### src/rtl/mem_addr_sequencer_pkg.sv
// Shared definitions for the RAM/register-file address sequencer.
// Holds the FSM state encoding and the default address and data widths.
package mem_addr_sequencer_pkg;

    localparam int ADDR_W_DEF = 4;
    localparam int DATA_W_DEF = 8;
    localparam int LAST_ADDR  = 2**ADDR_W_DEF - 1;

    typedef enum logic [1:0] {
        IDLE = 2'd0,
        FILL = 2'd1,
        DONE = 2'd2,
        SCAN = 2'd3
    } seq_state_t;

endpackage

### src/rtl/key_edge_sync.sv
// Synchronises a raw key, optionally debounces it (KEY_DEBOUNCE_EN), and emits a 1-cycle rising-edge pulse.
// The debounce stage is present only when KEY_DEBOUNCE_EN is defined.
module key_edge_sync #(
    parameter int DEBOUNCE_CYC = 500_000
) (
    input  logic clock,
    input  logic reset,
    input  logic key,
    output logic evt
);

    logic sync_p0;
    logic sync_p1;
    logic level;
    logic level_q;

    always_ff @(posedge clock or posedge reset) begin
        if (reset) begin
            sync_p0 <= 1'b0;
            sync_p1 <= 1'b0;
        end else begin
            sync_p0 <= key;
            sync_p1 <= sync_p0;
        end
    end

`ifdef KEY_DEBOUNCE_EN
    localparam int CNT_W = $clog2(DEBOUNCE_CYC + 1);
    logic [CNT_W-1:0] stable_cnt;

    // The accepted level flips only after DEBOUNCE_CYC consecutive disagreeing samples.
    always_ff @(posedge clock or posedge reset) begin
        if (reset) begin
            level      <= 1'b0;
            stable_cnt <= '0;
        end else if (sync_p1 == level) begin
            stable_cnt <= '0;
        end else if (stable_cnt == CNT_W'(DEBOUNCE_CYC - 1)) begin
            level      <= sync_p1;
            stable_cnt <= '0;
        end else begin
            stable_cnt <= stable_cnt + CNT_W'(1);
        end
    end
`else
    assign level = sync_p1;
`endif

    always_ff @(posedge clock or posedge reset) begin
        if (reset) begin
            level_q <= 1'b0;
            evt     <= 1'b0;
        end else begin
            level_q <= level;
            evt     <= level & ~level_q;
        end
    end

endmodule

### src/rtl/mem_addr_sequencer.sv
// Address/data/write-enable driver for the 16x8 RAM display stage: manual step, bulk fill and timed scan.
// Define KEY_DEBOUNCE_EN to debounce the step key before edge detection.
module mem_addr_sequencer
    import mem_addr_sequencer_pkg::*;
#(
    parameter int ADDR_W       = ADDR_W_DEF,
    parameter int DATA_W       = DATA_W_DEF,
    parameter int SCAN_DIV     = 25_000_000,
    parameter int DEBOUNCE_CYC = 500_000
) (
    input  logic              clock,
    input  logic              reset,
    input  logic              step_key,
    input  logic              fill_req,
    input  logic              scan_en,
    input  logic [DATA_W-1:0] seed,
    output logic [ADDR_W-1:0] addr,
    output logic [DATA_W-1:0] wr_data,
    output logic              wr_en,
    output logic              busy,
    output logic              done
);

    localparam int                CNT_W = (SCAN_DIV > 2) ? $clog2(SCAN_DIV) : 1;
    localparam logic [ADDR_W-1:0] LAST  = {ADDR_W{1'b1}};

    seq_state_t        state;
    seq_state_t        next_state;
    logic              step_evt;
    logic [CNT_W-1:0]  scan_cnt;
    logic [DATA_W-1:0] seed_q;
    logic [ADDR_W-1:0] addr_inc;
    logic              scan_tick;

    assign addr_inc  = addr + ADDR_W'(1);
    assign scan_tick = (scan_cnt == CNT_W'(SCAN_DIV - 1));

    key_edge_sync #(
        .DEBOUNCE_CYC(DEBOUNCE_CYC)
    ) u_step_key (
        .clock(clock),
        .reset(reset),
        .key  (step_key),
        .evt  (step_evt)
    );

    always_ff @(posedge clock or posedge reset) begin
        if (reset) state <= IDLE;
        else       state <= next_state;
    end

    always_comb begin
        next_state = state;
        case (state)
            IDLE: begin
                if (fill_req)     next_state = FILL;
                else if (scan_en) next_state = SCAN;
            end
            FILL:    if (addr == LAST) next_state = DONE;
            DONE:    next_state = scan_en ? SCAN : IDLE;
            SCAN: begin
                if (fill_req)      next_state = FILL;
                else if (!scan_en) next_state = IDLE;
            end
            default: next_state = IDLE;
        endcase
    end

    // Outputs are registered from next_state so they line up with the state they belong to.
    always_ff @(posedge clock or posedge reset) begin
        if (reset) begin
            addr     <= '0;
            wr_data  <= '0;
            wr_en    <= 1'b0;
            busy     <= 1'b0;
            done     <= 1'b0;
            scan_cnt <= '0;
            seed_q   <= '0;
        end else begin
            wr_en    <= (next_state == FILL);
            busy     <= (next_state == FILL) || (next_state == SCAN);
            done     <= (next_state == DONE);
            scan_cnt <= '0;
            case (next_state)
                FILL: begin
                    if (state == FILL) begin
                        addr    <= addr_inc;
                        wr_data <= seed_q + DATA_W'(addr_inc);
                    end else begin
                        addr    <= '0;
                        seed_q  <= seed;
                        wr_data <= seed;
                    end
                end
                DONE: addr <= '0;
                SCAN: begin
                    if (state == SCAN) begin
                        if (scan_tick) addr     <= addr_inc;
                        else           scan_cnt <= scan_cnt + CNT_W'(1);
                    end
                end
                default: begin
                    if (state == IDLE && step_evt) addr <= addr_inc;
                end
            endcase
        end
    end

endmodule
### config.mk
export PLATFORM = sky130hd
export DESIGN_NAME = mem_addr_sequencer
export DESIGN_NICKNAME = d
export VERILOG_FILES = /design/src/rtl/mem_addr_sequencer_pkg.sv /design/src/rtl/key_edge_sync.sv /design/src/rtl/mem_addr_sequencer.sv
export SDC_FILE = /design/constraint.sdc
export NUM_CORES = 1
export LEC_CHECK = 0
export CORE_UTILIZATION = 45
export CTS_BUF_LIST = sky130_fd_sc_hd__clkbuf_4
export DETAILED_ROUTE_END_ITERATION = 16
export DONT_BUFFER_PORTS = 1
export SLEW_MARGIN = 5
export SYNTH_ARGS = -nofsm -noshare
export SYNTH_HDL_FRONTEND = slang
export SYNTH_SLANG_ARGS = --single-unit
### constraint.sdc
create_clock -name clock -period 3.3 [get_ports clock]
set_input_delay 0.495 -clock clock [delete_from_list [all_inputs] [get_ports clock]]
set_output_delay 0.495 -clock clock [all_outputs]
set_load 0.01 [all_outputs]
# Word-level counts from Yosys, hierarchy flattened
# Index checks and enable logic that the tools add are counted.
# Widths: inputs -> output; s select.
[word_totals] word_cells=50 out_inout_bits=15 ff_bits=54 input_bits=13
[op_classes] n_reduce_logical=6 bitwise_logic=3 addsub=3 eq_ne=10 n_mux=16
[ops] cell="$mux 25" n=3
[ops] cell="$add 25x1->25 const B" n=1
[ops] cell="$eq 25x25->1 const B" n=1
[ops] cell="$mux 4" n=4
[ops] cell="$mux 2" n=6
[ops] cell="$pmux 4 s3" n=1
[ops] cell="$add 8x4->8" n=1
[ops] cell="$eq 2x2->1 const B" n=4
[ops] cell="$mux 8" n=1
[ops] cell="$pmux 2 s4" n=1
[ops] cell="$add 4x1->4 const B" n=1
[ops] cell="$eq 2x1->1 const B" n=2
[ops] cell="$eq 4x4->1 const B" n=1
[ops] cell="$reduce_bool 4->1" n=1
[ops] cell="$reduce_and 3->1" n=1
[ops] cell="$logic_not 2->1" n=1
[ops] cell="$ne 2x1->1 const B" n=1
[ops] cell="$ne 2x2->1 const B" n=1
[ops] cell="$not 1->1" n=2
[ops] cell="$reduce_and 2->1" n=1
[ops] cell="$and 1x1->1" n=1
[ops] cell="$logic_and 1x1->1" n=1
[ops] cell="$logic_or 1x1->1" n=1

# Depth between registers and ports, before layout
[depth] ltp_word=6 mapped_depth=11 depth_no_buf=10

# Cells and area by module
# Synthesis repeated with hierarchy kept, for this count alone.
[unflattened] hier_cells=272 hier_area_um2=2687.6
[modules_own_cells] module="mem_addr_sequencer" area_each_um2=2570.0 cells_each=266 seq_area_each_um2=1226.2 n_inst=1
[modules_own_cells] module="key_edge_sync" area_each_um2=117.6 cells_each=6 seq_area_each_um2=100.1 n_inst=1

# Worst setup path before layout
# OpenSTA, ideal clock, no wires.
[synth_path] path_kind="reg-to-reg" from="register state[0]" to="register addr[2]" path_slack_ns=0.949 path_buffers=2 path_stages_with_launch=11 arrival_time_ns=2.274 required_ns=3.223 cell_sequence="dfrtp_1 nand2b_1 clkbuf_1 nor2_1 or2_2 inv_1 ha_1 clkbuf_1 a21oi_1 or3b_2 o21ai_1"
[synth_between] elab_chain_len=6 word_cells_on_any_way=20 cone_classes="eq/ne: 8; mux: 8; reduce/logical: 4"
[synth_rtl] element="start, declared" line="mem_addr_sequencer.sv:27" text="seq_state_t state;"
[synth_rtl] element="start signal, assigned" line="mem_addr_sequencer.sv:49" text="else state <= next_state;"
[synth_rtl] element="$mux 2 (on tied branches)" line="mem_addr_sequencer.sv:63, mem_addr_sequencer.sv:57"
[synth_rtl] element="$mux 2 (on tied branches)" line="mem_addr_sequencer.sv:62, mem_addr_sequencer.sv:56"
[synth_rtl] element="$pmux 2 s4 (*)" line="mem_addr_sequencer.sv:54" text="case (state)"
[synth_rtl] element="via next_state[0]" line="mem_addr_sequencer.sv:28" text="seq_state_t next_state;"
[synth_rtl] element="$eq 2x2->1 or $eq 2x1->1 (tied branches)" line="mem_addr_sequencer.sv:84" text="case (next_state)"
[synth_rtl] element="$ne 2x1->1 (no source line), or another cell as far along"
[synth_rtl] element="$reduce_and 3->1 (no source line)"
[synth_rtl] element="end signal, assigned" line="mem_addr_sequencer.sv:87" text="addr <= addr_inc;"
[synth_rtl] element="end signal, assigned" line="mem_addr_sequencer.sv:98" text="if (scan_tick) addr <= addr_inc;"
[synth_rtl] element="end signal, assigned" line="mem_addr_sequencer.sv:103" text="if (state == IDLE && step_evt) addr <= addr_inc;"
[synth_rtl] element="end, declared" line="mem_addr_sequencer.sv:17" text="output logic [ADDR_W-1:0] addr,"
# Mark *: on every way through the listed nets, which the timed path passes. The rest lies on a longest branch.
# A chain may end at the register's enable or synchronous reset.

# Worst setup path in the final report
[layout_path] from="register addr[0]" to="register scan_cnt[5]"
[layout_between] elab_chain_len=5
[layout_rtl] element="$eq 4x4->1" line="mem_addr_sequencer.sv:59" text="FILL: if (addr == LAST) next_state = DONE;"
[layout_rtl] element="$mux 2" line="mem_addr_sequencer.sv:59"
[layout_rtl] element="$pmux 2 s4" line="mem_addr_sequencer.sv:54"
[layout_rtl] element="via next_state[0]" line="mem_addr_sequencer.sv:28"
[layout_rtl] element="$eq 2x2->1" line="mem_addr_sequencer.sv:84"
[layout_rtl] element="$mux 25" line="mem_addr_sequencer.sv:84"
[layout_rtl] element="end signal, assigned" line="mem_addr_sequencer.sv:99" text="else scan_cnt <= scan_cnt + CNT_W'(1);"
[layout_rtl] element="end, declared" line="mem_addr_sequencer.sv:30" text="logic [CNT_W-1:0] scan_cnt;"
# The timed path passes the listed nets, and every way through them passes these cells.

==> results.md <==
* Status: finished, final reports clean
* First-pass GRT wire length at ~8.5 mm
* Number of synthesis warnings at 0
* Req. time, crit path at ~3.6 ns
* Pwr/cell area at just under 700 nW/um2
* Largest net degree at the start of global routing at 37
* Core area at 5921 um2
* CTS Root Buffer Type: clkbuf_4
* Top Ports at 28
* LEAKAGE at around 1.2 nW
* #FFs+latches synth at between 50 and 60
* Final hold vios at 0
* Slowest cell on crit path: or3_1
* Post-DP HPWL at 3.491 mm
* Starting Density at 0.4662
* Sequential cell area at roughly 1300 um2
* Post-Syn Area at around 2800 um2
* Seq/Total Area, Yosys at 0.4805
* Mapped Cells at about 280
* Number of antenna violations at the first check in global routing at 0
* Post-route setup slack at about 0.63 ns
* Routed WL at approximately 4.9 mm
* Drt wl/cell at roughly 14 um
* CP Cell Sequence: ha_1 -> nand3_1 -> nor2_1 -> or2_2 -> inv_1 -> ha_1 -> inv_1 -> or3_1 -> nor2b_1
* Worst Setup End Kind: register
* Class of the tightest hold or removal check: primary input to asynchronous set/reset pin
* Multi-input gate area at about 1300 um2
* PnR Total Power at roughly 0.002 W
* Setup_tns at 0 ns
* Post-layout util at 0.4869
* Post-place setup slack at just over 0.6 ns
* Max cap viols at 0
* Post-CTS resize count at 0
* Critical path peak fanout at 25
* Number of port buffers at 0
* Remaining antenna violation count at 0
* Postcts setup bufs at 0
* Final-report max-slew violation count at 0
* GRT overflow at 0
* Worst-Skew Late Latency at 0.37 ns
* RSZ-0062 raised after global routing: no
* Rel. slew slack at 0.4257
* CTS tree: done
* Area Growth Syn to Fin at 4.442%
* Syn nets at between 300 and 400
* Kind of critical path: register to register
* Nets at slightly above 300
* H-tree levels at 2
* TritonCTS Buffers at 5
* Die H at 80.32 um
* # clock sinks at 53
* VDD IR max at approximately 440 uV
* Synthesized area per cell at slightly below 10 um2
* Fill cells at between 500 and 600
* Row count at 28
* Vias at about 1900
* Reg2reg path depth at 9
* DR pass1 iterations at 4
* Crit path arrival time at 2.95 ns
* Global Route Usage Sum at 0.1715
* Antenna Diode Count at 0
* Gpl congestion at 0.7634
* FMAX at between 300 and 400 MHz
* DIE WIDTH at between 80 and 90 um
* Hold buffers post-CTS at 0
* Full die area at approximately 6500 um2
* Worst-Margin Slew at 0.8614 ns
* Clock Tree Buf Depth at 2
* Layout cells sized above 1 at 0.1021
* Via count of the first global-routing pass at approximately 1800
* Min Clock Period, post-route at 2.672 ns
* Synth cell types at 47
* Vias/cell at approximately 5.2
* Worst path max stage delay at approximately 0.73 ns
* First DRT Iteration DRCs at between 70 and 80
* Setup crit start kind: register
* Clock skew at roughly 0.023 ns
* Fin crit share at 0.8096
* Final setup viols at 0
* Clk slew on worst S/H paths at 0.16 ns
* DR DRC count at 0
* Worst R2R Setup Slack at between 0.6 and 0.7 ns
state kept, by name (all words and copies together) (netlist names):
| register | flops |
|---|---|
| u_step_key.sync_p0 | 1 |
| state | 2 |
| seed_q | 8 |
| u_step_key.level_q | 1 |
| wr_data | 8 |
| done | 1 |
| addr | 4 |
| wr_en | 1 |
| u_step_key.level | 1 |
| scan_cnt | 25 |
| u_step_key.evt | 1 |
routing by layer:
| layer | track usage | wire length [um] | share of wire |
|---|---|---|---|
| met1 | 0.2389 | 2498 | 0.51 |
| met2 | 0.2590 | 2122 | 0.43 |
| met3 | 0.04659 | 215 | 0.044 |
| met4 | 0.05000 | 54 | 0.011 |
| met5 | 0 | 0 | 0 |
cell families (layout without fill, tap and decap cells):
logic type	count (synthesis)	in the layout	share of synthesized area
xor gates and xnor gates	31	31	0.09837
adders and majority gates	10	10	0.04805
muxes	4	4	0.01632
buffers and inverters	23	25	0.03716
AOI/OAI and AO/OA	25	25	0.06029
DFF	53	53	0.4805
and+or+nand+nor	136	136	0.2593
cell type report:
cell class | count | share of cell area
Multi-Input combinational cell | 206 | 0.4618
Sequential cell | 53 | 0.4601
Tap cell | 75 | 0.03255
Inverter | 15 | 0.01953
Clock buffer | 7 | 0.01823
Timing Repair Buffer | 2 | 0.005208
Clock inverter | 1 | 0.002604
synthesized netlist by cell type, drive strengths merged:
cell type,n,area [um2]
or2,1,6.260
o211ai,1,7.510
nor3,9,80.08
a211oi,1,7.510
nor2,37,141.4
a31oi,4,25.02
nand3,11,60.06
inv,15,56.30
buf,4,31.27
xnor2,21,183.9
or3,3,18.77
nand2,48,180.2
dfrtp,53,1326
xor2,10,87.58
a21oi,5,25.02
or3b,1,8.760
and3,3,18.77
and4,1,8.760
and2,1,6.260
mux2,4,45.04
o311ai,1,8.760
fa,1,20.02
nand4,6,65.06
o221ai,3,26.28
o21ai,5,25.02
ha,9,112.6
o21bai,1,7.510
a21boi,1,7.510
nor2b,5,31.28
and4bb,1,12.51
nor4,4,40.04
or4,2,18.77
clkbuf,4,15.01
a21o,2,15.01
nand2b,3,18.77
o2111a,1,11.26
cell usage in the layout (no fill, tap or decap), types with 7 or more instances in the layout:
cell      synthesis  final
nand2_1          48     48
nor2_1           36     36
clkbuf_4          0      7
xor2_1           10     10
nand3_1          10     10
nor3_2            7      7
xnor2_1          21     21
inv_1            15     14
ha_1              9      9
dfrtp_1          53     53
power by group:
group | internal [W] | switching (W)
Combinational | 0.000355 | 0.000410
Sequential | 0.000789 | 0.000152
Clock | 0.000101 | 0.000200
metrics by stage:
step           hold slack, ns  instance area [um2]  cells
3_5_place_dp           0.3347                 2823    351
5_1_grt               0.08605                 2883    359
3_3_place_gp           0.3342                 2823    351
2_1_floorplan          0.3312                 2760    282
6_report               0.1129                 2883    359
4_1_cts                0.1133                 2883    359
path summary, 6_finish.rpt:
| path | startpoint | end |
|---|---|---|
| setup / recovery | addr[0] | scan_cnt[5] |
| hold / removal | reset | scan_cnt[12] |
| setup reg to reg | addr[0] | scan_cnt[5] |
| hold reg to reg | u_step_key.sync_p0 | u_step_key.level |
| max in group asynchronous | reset | scan_cnt[5] |
| min in group clock | step_key | u_step_key.sync_p0 |
worst max-delay path, delay by kind of cell, from the launching register on:
family        cells  cell delay [ns]
buf+inv           2             0.16
flops             1             0.49
simple gates      5             1.42
fa+ha+maj         2             0.50
Power figures use the tool's default switching activity.
==> variant (same flow settings) <==
Add a define of `KEY_DEBOUNCE_EN`.
--- a/src/rtl/key_edge_sync.sv
+++ b/src/rtl/key_edge_sync.sv
@@ -1,5 +1,7 @@
 // Synchronises a raw key, optionally debounces it (KEY_DEBOUNCE_EN), and emits a 1-cycle rising-edge pulse.
 // The debounce stage is present only when KEY_DEBOUNCE_EN is defined.
+`define KEY_DEBOUNCE_EN
+
 module key_edge_sync #(
     parameter int DEBOUNCE_CYC = 500_000
 ) (
Formal check against the unedited RTL: not equivalent (Yosys sat finds a counterexample within 10 cycles, from zero or initial values and one cycle with reset high).
==> variant against the original RTL <==
  * Worst setup slack worse by 0.18 ns
  * Power grew 30%
  * Count of clock-buffer cells in the layout up 4
  * Sequential power rose by 28%
  * Die area rose by 31%
  * Combinational power increased by 13%
  * Synthesized area grew 32%
  * Non-clock buffer count up 1
  * Final area up 35%
  * Sequential cell count up 20
  * Global-route usage grew 0.92 points
  * First-iteration DRC count up 89%
  * Routed wire length increased by 38%
  * Critical endpoint is now addr[2]
  * Largest power group unchanged
  * Highest routed layer unchanged
==> variant: results (changes against the original RTL) <==
.. list-table::
   :header-rows: 1

   * - Metric
     - Value
   * - Clock root buffer
     - sky130_fd_sc_hd__clkbuf_4
   * - Register area share after synthesis
     - 50.1% (+2.0 points)
   * - Static Leak
     - 1.70 nW (+39%)
   * - Skew final
     - 0.0142 ns (-0.00925 ns)
   * - Placement-stage cell area
     - 0.00377 mm² (+34%)
   * - Total power per unit cell area
     - 668 mW/mm² (-4.1%)
   * - VDD IR max
     - 240 µV (-45%)
   * - Worst path arrival time
     - 3.17 ns (+0.22 ns)
   * - Syn_nets
     - 394 (+29%)
   * - HPWL Detailed
     - 4690 µm (+34%)
   * - Clock Tree Buf Depth
     - 2 (unchanged)
   * - Maximum cell stage delay along the critical path
     - 0.48 ns (-0.25 ns)
   * - Via count of the first global-routing pass
     - 2512 (+39%)
   * - Worst slew margin relative to its limit
     - 50.5% (+8.0 points)
   * - P_sw
     - 898 µW (+18%)
   * - Drt via density
     - 5.30 (+2.1%)
   * - Via total after detailed routing
     - 2562 (+37%)
   * - Run status
     - finished, final reports clean
   * - Largest net degree at the start of global routing
     - 74 (+100%)
   * - List of most frequent post-synthesis cells
     - 73 x sky130_fd_sc_hd__dfrtp_1, 65 x sky130_fd_sc_hd__nor2_1, 45 x sky130_fd_sc_hd__nand2_1
   * - Fill cells
     - 746 (+30%)
   * - Highest Clock Rate
     - 0.351 GHz (-6.2%)
   * - Cts bufs inserted
     - 9 (+4)
   * - Routability Congestion
     - 0.793 (+3.9%)
   * - Dpl ws
     - 0.489 ns (-0.131 ns)
   * - Top Registers
     - scan_cnt x25, u_step_key.stable_cnt x19
   * - Dpl cells
     - 468 (+33%)
   * - Relative contribution of sequential cells to total power
     - 46.1% (-0.8 points)
   * - Count of cells along the worst register-to-register path
     - 11 (+2)
   * - Minimum hold slack
     - 0.0518 ns (-0.0611 ns)
   * - Max H-tree Level
     - 3 (+1)
   * - Critical-path cell with the highest stage delay
     - sky130_fd_sc_hd__dfrtp_1
   * - Distinct cell type count after synthesis
     - 48 (+2.1%)
   * - Post-synthesis average cell area
     - 9.86 µm² (+0.75%)
   * - Timing endpoint of the critical path
     - addr[2]
   * - Total wirelength of the detailed-routed design
     - 6760 µm (+38%)
   * - Clock network latency to the later pin of the worst-skew pair
     - 0.40 ns (+0.03 ns)
   * - Clock group total power
     - 538 µW (+78%)
   * - Top cells by area, synth
     - sky130_fd_sc_hd__dfrtp_1 50%, sky130_fd_sc_hd__xor2_1 7.2%, sky130_fd_sc_hd__nor2_1 6.7%
   * - Post-CTS setup buffer count
     - 0 (unchanged)
   * - NumNets Final
     - 401 (+31%)
   * - DRC marker count from the first detailed-route iteration
     - 142 (+89%)
   * - Proportion of layout cells with a drive suffix above 1
     - 8.66% (-1.5 points)
   * - Clock transition time at the flip-flop clock pins of the worst setup and hold paths
     - 0.11 ns (-0.05 ns)
   * - Crit Path Max Fanout
     - 10 (-60%)
   * - CP Class
     - reg2reg
   * - First-pass GRT wire length
     - 12000 µm (+41%)
   * - Number of antenna violations at the first check in global routing
     - 0 (unchanged)
   * - Overall fraction of global-route tracks in use
     - 18.1% (+0.92 points)
variant: cell types whose count changed after synthesis, moves of 5 or more:
cell                      before  now
sky130_fd_sc_hd__xnor2_1      21   15
sky130_fd_sc_hd__nor3_2        7    0
sky130_fd_sc_hd__nand4_1       3   13
sky130_fd_sc_hd__xor2_1       10   30
sky130_fd_sc_hd__dfrtp_1      53   73
sky130_fd_sc_hd__inv_1        15    8
sky130_fd_sc_hd__nand3_1      10   27
sky130_fd_sc_hd__and3_1        3    9
sky130_fd_sc_hd__nor3_1        2    7
sky130_fd_sc_hd__nor2_1       36   65
variant: logic make-up after synthesis:
| kind of cell | count (synthesis) | synth area share, % |
|---|---|---|
| mux | 6 | 2.13 |
| buf+inv | 16 | 2.09 |
| flops | 73 | 50.1 |
| simple gates | 190 | 24.9 |
| fa+ha+maj | 11 | 3.98 |
| compound gates | 29 | 6.07 |
| xor+xnor | 45 | 10.8 |
variant: per-layer routing:
layer / GRT usage [%] / vias to the layer above / share of wire (%)
met5: 0 / - / 0
met4: 7.16 / 0 / 1.6
met3: 4.39 / 10 / 3.4
met2: 27.1 / 32 / 45
met1: 25.2 / 1246 / 50
li1: - / 1274 / -
variant: layout make-up:
| class | count | area [µm²] | share of cell area [%] |
|---|---|---|---|
| Clock buffer | 11 | 82.6 | 2.12 |
| Clock inverter | 4 | 45.0 | 1.16 |
| Inverter | 9 | 33.8 | 0.867 |
| Multi-Input combinational cell | 281 | 1750 | 44.8 |
| Sequential cell | 73 | 1830 | 46.9 |
| Tap cell | 102 | 128 | 3.28 |
| Timing Repair Buffer | 3 | 35.0 | 0.899 |
